## config.mk

```make
export PLATFORM = sky130hd
export DESIGN_NAME = itag_bist_ctl
export DESIGN_NICKNAME = d
export VERILOG_FILES = /design/src/rtl/itag_bist_ctl.sv
export SDC_FILE = /design/constraint.sdc
export NUM_CORES = 1
export LEC_CHECK = 0
export BUFFER_PORTS_ARGS = -buffer_cell sky130_fd_sc_hd__buf_2
export CORE_MARGIN = 4
export CORE_UTILIZATION = 47
export CTS_BUF_LIST = sky130_fd_sc_hd__clkbuf_16
export DETAILED_ROUTE_END_ITERATION = 6
export PLACE_DENSITY = 0.81
export SLEW_MARGIN = 40
export SYNTH_ARGS = -nofsm -noshare
export SYNTH_HDL_FRONTEND = slang
export SYNTH_SLANG_ARGS = --single-unit
```

## constraint.sdc

```tcl
create_clock -name clk -period 2.19 [get_ports clk]
set_input_delay 0.219 -clock clk [delete_from_list [all_inputs] [get_ports clk]]
set_output_delay 0.219 -clock clk [all_outputs]
set_load 0.02 [all_outputs]
```

## src/rtl/itag_bist_ctl.sv

```systemverilog
// ---------------------------------------------------------------------------
// itag_bist_ctl
//
// Built-in self test controller for the I-cache tag array. While a run is
// active it owns the tag array write/read port (through the wrapper mux),
// runs a 6-element march over every tag entry and compares the read-back
// {itag_vld, itag_dout} against the expected background. A clear-only run
// just writes {vld=0, tag=0} to every entry.
//
// Ports:
//   clk, reset          clock and synchronous active-high reset
//   test_mode           BIST enable; dropping it aborts back to IDLE
//   bist_mode[1:0]      00 none, 01 march/solid, 10 march/checkerboard,
//                       11 clear-only (sampled only when a run starts)
//   itag_dout, itag_vld tag array read data, valid one cycle after address
//   bist_active         wrapper selects the BIST inputs
//   bist_enable         array enable during test
//   bist_icu_tag_addr   array index
//   bist_icu_tag_we     array write enable
//   bist_icu_tag_in     write tag data
//   bist_icu_tag_vld    write valid bit
//   bist_done           run completed
//   itag_test_err_l     0 = at least one miscompare (sticky)
//   bist_fail_addr      index of the first miscompare
// ---------------------------------------------------------------------------
module itag_bist_ctl #(
  parameter int TAG_W  = 18,
  parameter int ADDR_W = 10
) (
  input  logic              clk,
  input  logic              reset,
  input  logic              test_mode,
  input  logic [1:0]        bist_mode,
  input  logic [TAG_W-1:0]  itag_dout,
  input  logic              itag_vld,
  output logic              bist_active,
  output logic              bist_enable,
  output logic [ADDR_W-1:0] bist_icu_tag_addr,
  output logic              bist_icu_tag_we,
  output logic [TAG_W-1:0]  bist_icu_tag_in,
  output logic              bist_icu_tag_vld,
  output logic              bist_done,
  output logic              itag_test_err_l,
  output logic [ADDR_W-1:0] bist_fail_addr
);

  localparam int                DW        = TAG_W + 1;
  localparam logic [ADDR_W-1:0] ADDR_LAST = {ADDR_W{1'b1}};

  typedef enum logic [2:0] {
    S_IDLE, S_M0, S_M1, S_M2, S_M3, S_M4, S_M5, S_DONE
  } state_t;

  state_t            state_q, state_d;
  logic [ADDR_W-1:0] addr_q, addr_d;
  logic              phase_q, phase_d;
  logic              cb_q;
  logic              clr_q;
  logic              err_l_q;
  logic [ADDR_W-1:0] fail_q;

  logic              start;
  logic              is_march;
  logic              descending;
  logic              last_addr;
  logic              compare_en;
  logic              miscompare;
  logic [DW-1:0]     pat;
  logic [DW-1:0]     exp_data;
  logic [DW-1:0]     wr_data;

  // Background for one entry: all zero for the solid pattern, or the
  // alternating 1010..10 pattern inverted on odd indices for checkerboard,
  // so neighbouring entries and neighbouring bits always differ.
  function automatic logic [DW-1:0] background(input logic cb, input logic a0);
    logic [DW-1:0] p;
    p = '0;
    for (int i = 0; i < DW; i++) begin
      p[i] = cb & (a0 ^ ((i % 2) == 1));
    end
    return p;
  endfunction

  assign start      = test_mode && (bist_mode != 2'b00);
  assign is_march   = state_q inside {S_M0, S_M1, S_M2, S_M3, S_M4, S_M5};
  assign descending = state_q inside {S_M3, S_M4, S_M5};
  assign last_addr  = descending ? (addr_q == '0) : (addr_q == ADDR_LAST);
  assign pat        = background(cb_q, addr_q[0]);

  // Element sequencing. M0 touches one address per cycle; M1..M5 spend a
  // read cycle then a write/compare cycle on each address. The last address
  // of an element hands straight over to the first address of the next one.
  always_comb begin
    state_d = state_q;
    addr_d  = addr_q;
    phase_d = phase_q;
    case (state_q)
      S_IDLE: begin
        if (start) begin
          state_d = S_M0;
          addr_d  = '0;
          phase_d = 1'b0;
        end
      end
      S_DONE: begin
        if (!test_mode) begin
          state_d = S_IDLE;
        end
      end
      default: begin
        if (!test_mode) begin
          state_d = S_IDLE;
          phase_d = 1'b0;
        end else if ((state_q != S_M0) && !phase_q) begin
          phase_d = 1'b1;
        end else begin
          phase_d = 1'b0;
          if (last_addr) begin
            case (state_q)
              S_M0: begin
                state_d = clr_q ? S_DONE : S_M1;
                addr_d  = '0;
              end
              S_M1: begin
                state_d = S_M2;
                addr_d  = '0;
              end
              S_M2: begin
                state_d = S_M3;
                addr_d  = ADDR_LAST;
              end
              S_M3: begin
                state_d = S_M4;
                addr_d  = ADDR_LAST;
              end
              S_M4: begin
                state_d = S_M5;
                addr_d  = ADDR_LAST;
              end
              default: begin
                state_d = S_DONE;
                addr_d  = '0;
              end
            endcase
          end else begin
            addr_d = descending ? (addr_q - 1'b1) : (addr_q + 1'b1);
          end
        end
      end
    endcase
  end

  // Expected read data and new write data for the current element.
  always_comb begin
    exp_data = pat;
    wr_data  = '0;
    case (state_q)
      S_M0: wr_data = clr_q ? '0 : pat;
      S_M1: begin
        exp_data = pat;
        wr_data  = ~pat;
      end
      S_M2: begin
        exp_data = ~pat;
        wr_data  = pat;
      end
      S_M3: begin
        exp_data = pat;
        wr_data  = ~pat;
      end
      S_M4: begin
        exp_data = ~pat;
        wr_data  = pat;
      end
      default: ;
    endcase
  end

  // Read data lands in the second cycle of each address, which is also where
  // the write-back happens, so the compare and the write share that cycle.
  assign compare_en = phase_q && (state_q inside {S_M1, S_M2, S_M3, S_M4, S_M5});
  assign miscompare = compare_en && ({itag_vld, itag_dout} != exp_data);

  assign bist_active       = is_march;
  assign bist_enable       = is_march;
  assign bist_icu_tag_addr = is_march ? addr_q : '0;
  assign bist_icu_tag_we   = (state_q == S_M0) ||
                             (phase_q && (state_q inside {S_M1, S_M2, S_M3, S_M4}));
  assign bist_icu_tag_in   = bist_icu_tag_we ? wr_data[TAG_W-1:0] : '0;
  assign bist_icu_tag_vld  = bist_icu_tag_we & wr_data[TAG_W];
  assign bist_done         = (state_q == S_DONE);
  assign itag_test_err_l   = err_l_q;
  assign bist_fail_addr    = fail_q;

  // State register plus run configuration and sticky result. The error flag
  // and failing index survive an abort so they can still be read out; only
  // reset or a new run clears them. Only the first failing index is kept.
  always_ff @(posedge clk) begin
    if (reset) begin
      state_q <= S_IDLE;
      addr_q  <= '0;
      phase_q <= 1'b0;
      cb_q    <= 1'b0;
      clr_q   <= 1'b0;
      err_l_q <= 1'b1;
      fail_q  <= '0;
    end else begin
      state_q <= state_d;
      addr_q  <= addr_d;
      phase_q <= phase_d;
      if ((state_q == S_IDLE) && start) begin
        cb_q    <= (bist_mode == 2'b10);
        clr_q   <= (bist_mode == 2'b11);
        err_l_q <= 1'b1;
        fail_q  <= '0;
      end else if (miscompare) begin
        err_l_q <= 1'b0;
        if (err_l_q) begin
          fail_q <= addr_q;
        end
      end
    end
  end

endmodule

```

==> out/results.tsv <==
metric	value	unit
drt_first_pass_iters	5	
synth_edf_count	0	
cts_buffer_depth	2	
end_kind	register	
yosys_warnings	0	
critPathArrivalTime	2.58	ns
start_util	49.6	%
finalNetCount	410	
min-delay-start	bist_mode[0]	
core_area	4440	um^2
antenna_found_initial	0	
ys_seq_area_share	24.5	%
cts_tree	done	
yosysUniqueCellTypes	53	
yosysMostFrequentCell	nand2_1	
synth_area_per_cell	7.49	um^2
drive_gt1_share	44.7	%
synth_top_area_share	24.5	%
pwr_density_cell	984	nW/um^2
path_clk_slew	0.07	ns
htreeDepth	1	
relSlewSlack	61.6	%
yosys.area.top_type	dfxtp_1	
io_buffers	67	
fin_crit_sh	109	%
synth_common_cells	nand2_1 (42), dfxtp_1 (27), a21oi_1 (19), buf_4 (19), o21ai_0 (18)	
setup.worst_path.start_class	register	
synth_area_leaders	dfxtp_1 (25%), nand2_1 (7.2%), buf_4 (6.5%)	
placed_cells	406	
async_flop_share	0	%
peakVddDrop	0.518	mV
routed_via_density	6.50	
netlist_area	2200	um^2
grt-ovfl-total	0	
setup_viol	22	
setup_ws	-0.186	ns
post-dp-hpwl	4490	um
worst_pin_slew	0.571	ns
min_path_type	in -> reg	
startpoint	state_q[1]	
ant_nets	0	
outcome	finished with violations	
die-area	5850	um^2
rsz0062_at_grt	true	
vias	2784	
final_max_slew_viol_count	0	
ys_seq_elements	27	
synth_cells	294	
violations	setup timing	
root_buffer	clkbuf_16	
dr.first_iter.drc_count	437	
routedWlPerCell	18.8	um
die_h	76.5	um
cp.required	2.39	ns
grt_pass1_wl	11700	um
gp_congestion	0.885	
min_period	2.38	ns
syn_nets	327	
hold-worst-slack	0.183	ns
drc	0	
regToRegStartpoint	state_q[1]	
maxCapViolCount	0	
worstSetupPathType	reg -> reg	
fp.dieW	76.5	um
fmax	421	MHz
numCtsBuffers	3	
grt_max_degree	22	
ioPinCount	68	
wl	8070	um
clkLatencyLatePin	0.27	ns
grt_util_all_layers	23.7	%
leakagePower	1.34	nW
crit_fanout	5	
synthToLayoutAreaGrowth	45.0	%
diodes	0	
fin_cells	428	
power	0.00314	W
clock_sinks	27	
clock_skew	0.00417	ns
finalHoldViolCount	0	
synth_flop_cell	dfxtp_1	
grt_pass1_vias	2451	
rows	24	
ctsHoldBuffers	0	
==> sequential cells by signal (all words and copies together) (netlist names) <==
| register | cells |
|---|---|
| itag_test_err_l | 1 |
| cb_q | 1 |
| clr_q | 1 |
| state_q | 3 |
| phase_q | 1 |
| addr_q | 10 |
| bist_fail_addr | 10 |
==> path summary, 6_finish.rpt <==
kind                            slack (ns)                end  depth (start not counted)
worst max-delay path                 -0.19          addr_q[9]                         10
worst min-delay path                  0.18               cb_q                          2
worst max register to register       -0.19          addr_q[9]                         10
worst min register to register        0.45  bist_fail_addr[9]                          2
==> cell families (layout without fill, tap and decap cells) <==
kind of cell / count (synthesis) / in the layout / share of synthesized area (%)
compound gates: 79 / 81 / 24.4
xor+xnor: 7 / 7 / 2.78
fa+ha+maj: 9 / 9 / 5.45
buf+inv: 44 / 124 / 11.1
flops: 27 / 27 / 24.5
mux: 10 / 10 / 4.54
simple gates: 118 / 118 / 27.1
==> power by group <==
part | switching [W] | internal (W) | total, W
clock network | 0.000197 | 0.000249 | 0.000446
logic | 0.00115 | 0.000838 | 0.00199
registers | 0.000137 | 0.000569 | 0.000706
==> layer usage <==
metal  global-route usage (%)  part of all wire, %  vias up
li1                         -                    -     1236
met4                     10.1                  3.9        0
met5                        0                    0        -
met2                     40.3                   47      213
met3                     3.31                  9.5       50
met1                     29.8                   40     1285
==> layout by cell type, fill, tap and decap left out, types with 3 or more instances in the layout <==
| cell type | synthesis | final |
|---|---|---|
| a211oi_1 | 4 | 3 |
| a21o_1 | 4 | 4 |
| a21oi_1 | 19 | 16 |
| a21oi_2 | 0 | 3 |
| a22oi_1 | 3 | 3 |
| a31oi_1 | 4 | 4 |
| and2_1 | 9 | 9 |
| buf_2 | 1 | 57 |
| buf_4 | 19 | 41 |
| buf_6 | 1 | 8 |
| clkbuf_16 | 0 | 3 |
| dfxtp_1 | 27 | 23 |
| ha_4 | 0 | 6 |
| inv_1 | 8 | 8 |
| mux2i_1 | 10 | 10 |
| nand2_1 | 42 | 37 |
| nand2_2 | 0 | 4 |
| nand3_1 | 7 | 6 |
| nand4_1 | 10 | 10 |
| nor2_1 | 13 | 12 |
| nor3_1 | 13 | 9 |
| nor3_2 | 0 | 3 |
| nor4_1 | 7 | 6 |
| o21ai_0 | 18 | 12 |
| o21ai_1 | 1 | 4 |
| o21ai_2 | 1 | 4 |
| o31ai_4 | 0 | 3 |
| or4_1 | 6 | 6 |
| xor2_1 | 4 | 3 |
==> what timing repair did <==
action	4_1_cts	5_1_grt
pin swaps	20	14
gates cloned	2	2
resized for setup	36	39
setup endpoints to repair	21	50
buffers inserted	7	7
==> area by class of cell <==
class / count / area (um^2)
Fill cell: 280 / 1250
Clock buffer: 3 / 75.1
Timing Repair Buffer: 108 / 723
Multi-Input combinational cell: 225 / 1720
Sequential cell: 27 / 551
Tap cell: 52 / 65.1
Inverter: 11 / 43.8
Timing Repair inverter: 1 / 7.51
Clock inverter: 1 / 7.51
==> metrics by stage <==
step	TNS, ns	cell area [um^2]	utilization [%]	setup slack, ns
floorplan	-0.125	2240	-	-0.0832
global placement	0	2650	59.6	0.00543
detailed placement	-0.0840	2650	59.6	-0.0699
CTS	-0.263	2950	66.4	-0.0323
global route	-3.84	3200	71.9	-0.235
finish	-1.37	3200	71.9	-0.186
==> critical path, cell delays in order (launching register included) <==
cell and delay, ns:
dfxtp_2 0.34, inv_2 0.05, o21ai_4 0.23, buf_6 0.15, inv_4 0.06, ha_1 0.31
o21ai_1 0.27, nor2b_4 0.21, nor3_2 0.05, or4b_1 0.47, a31oi_1 0.16
(Power assumes the default switching activity.)
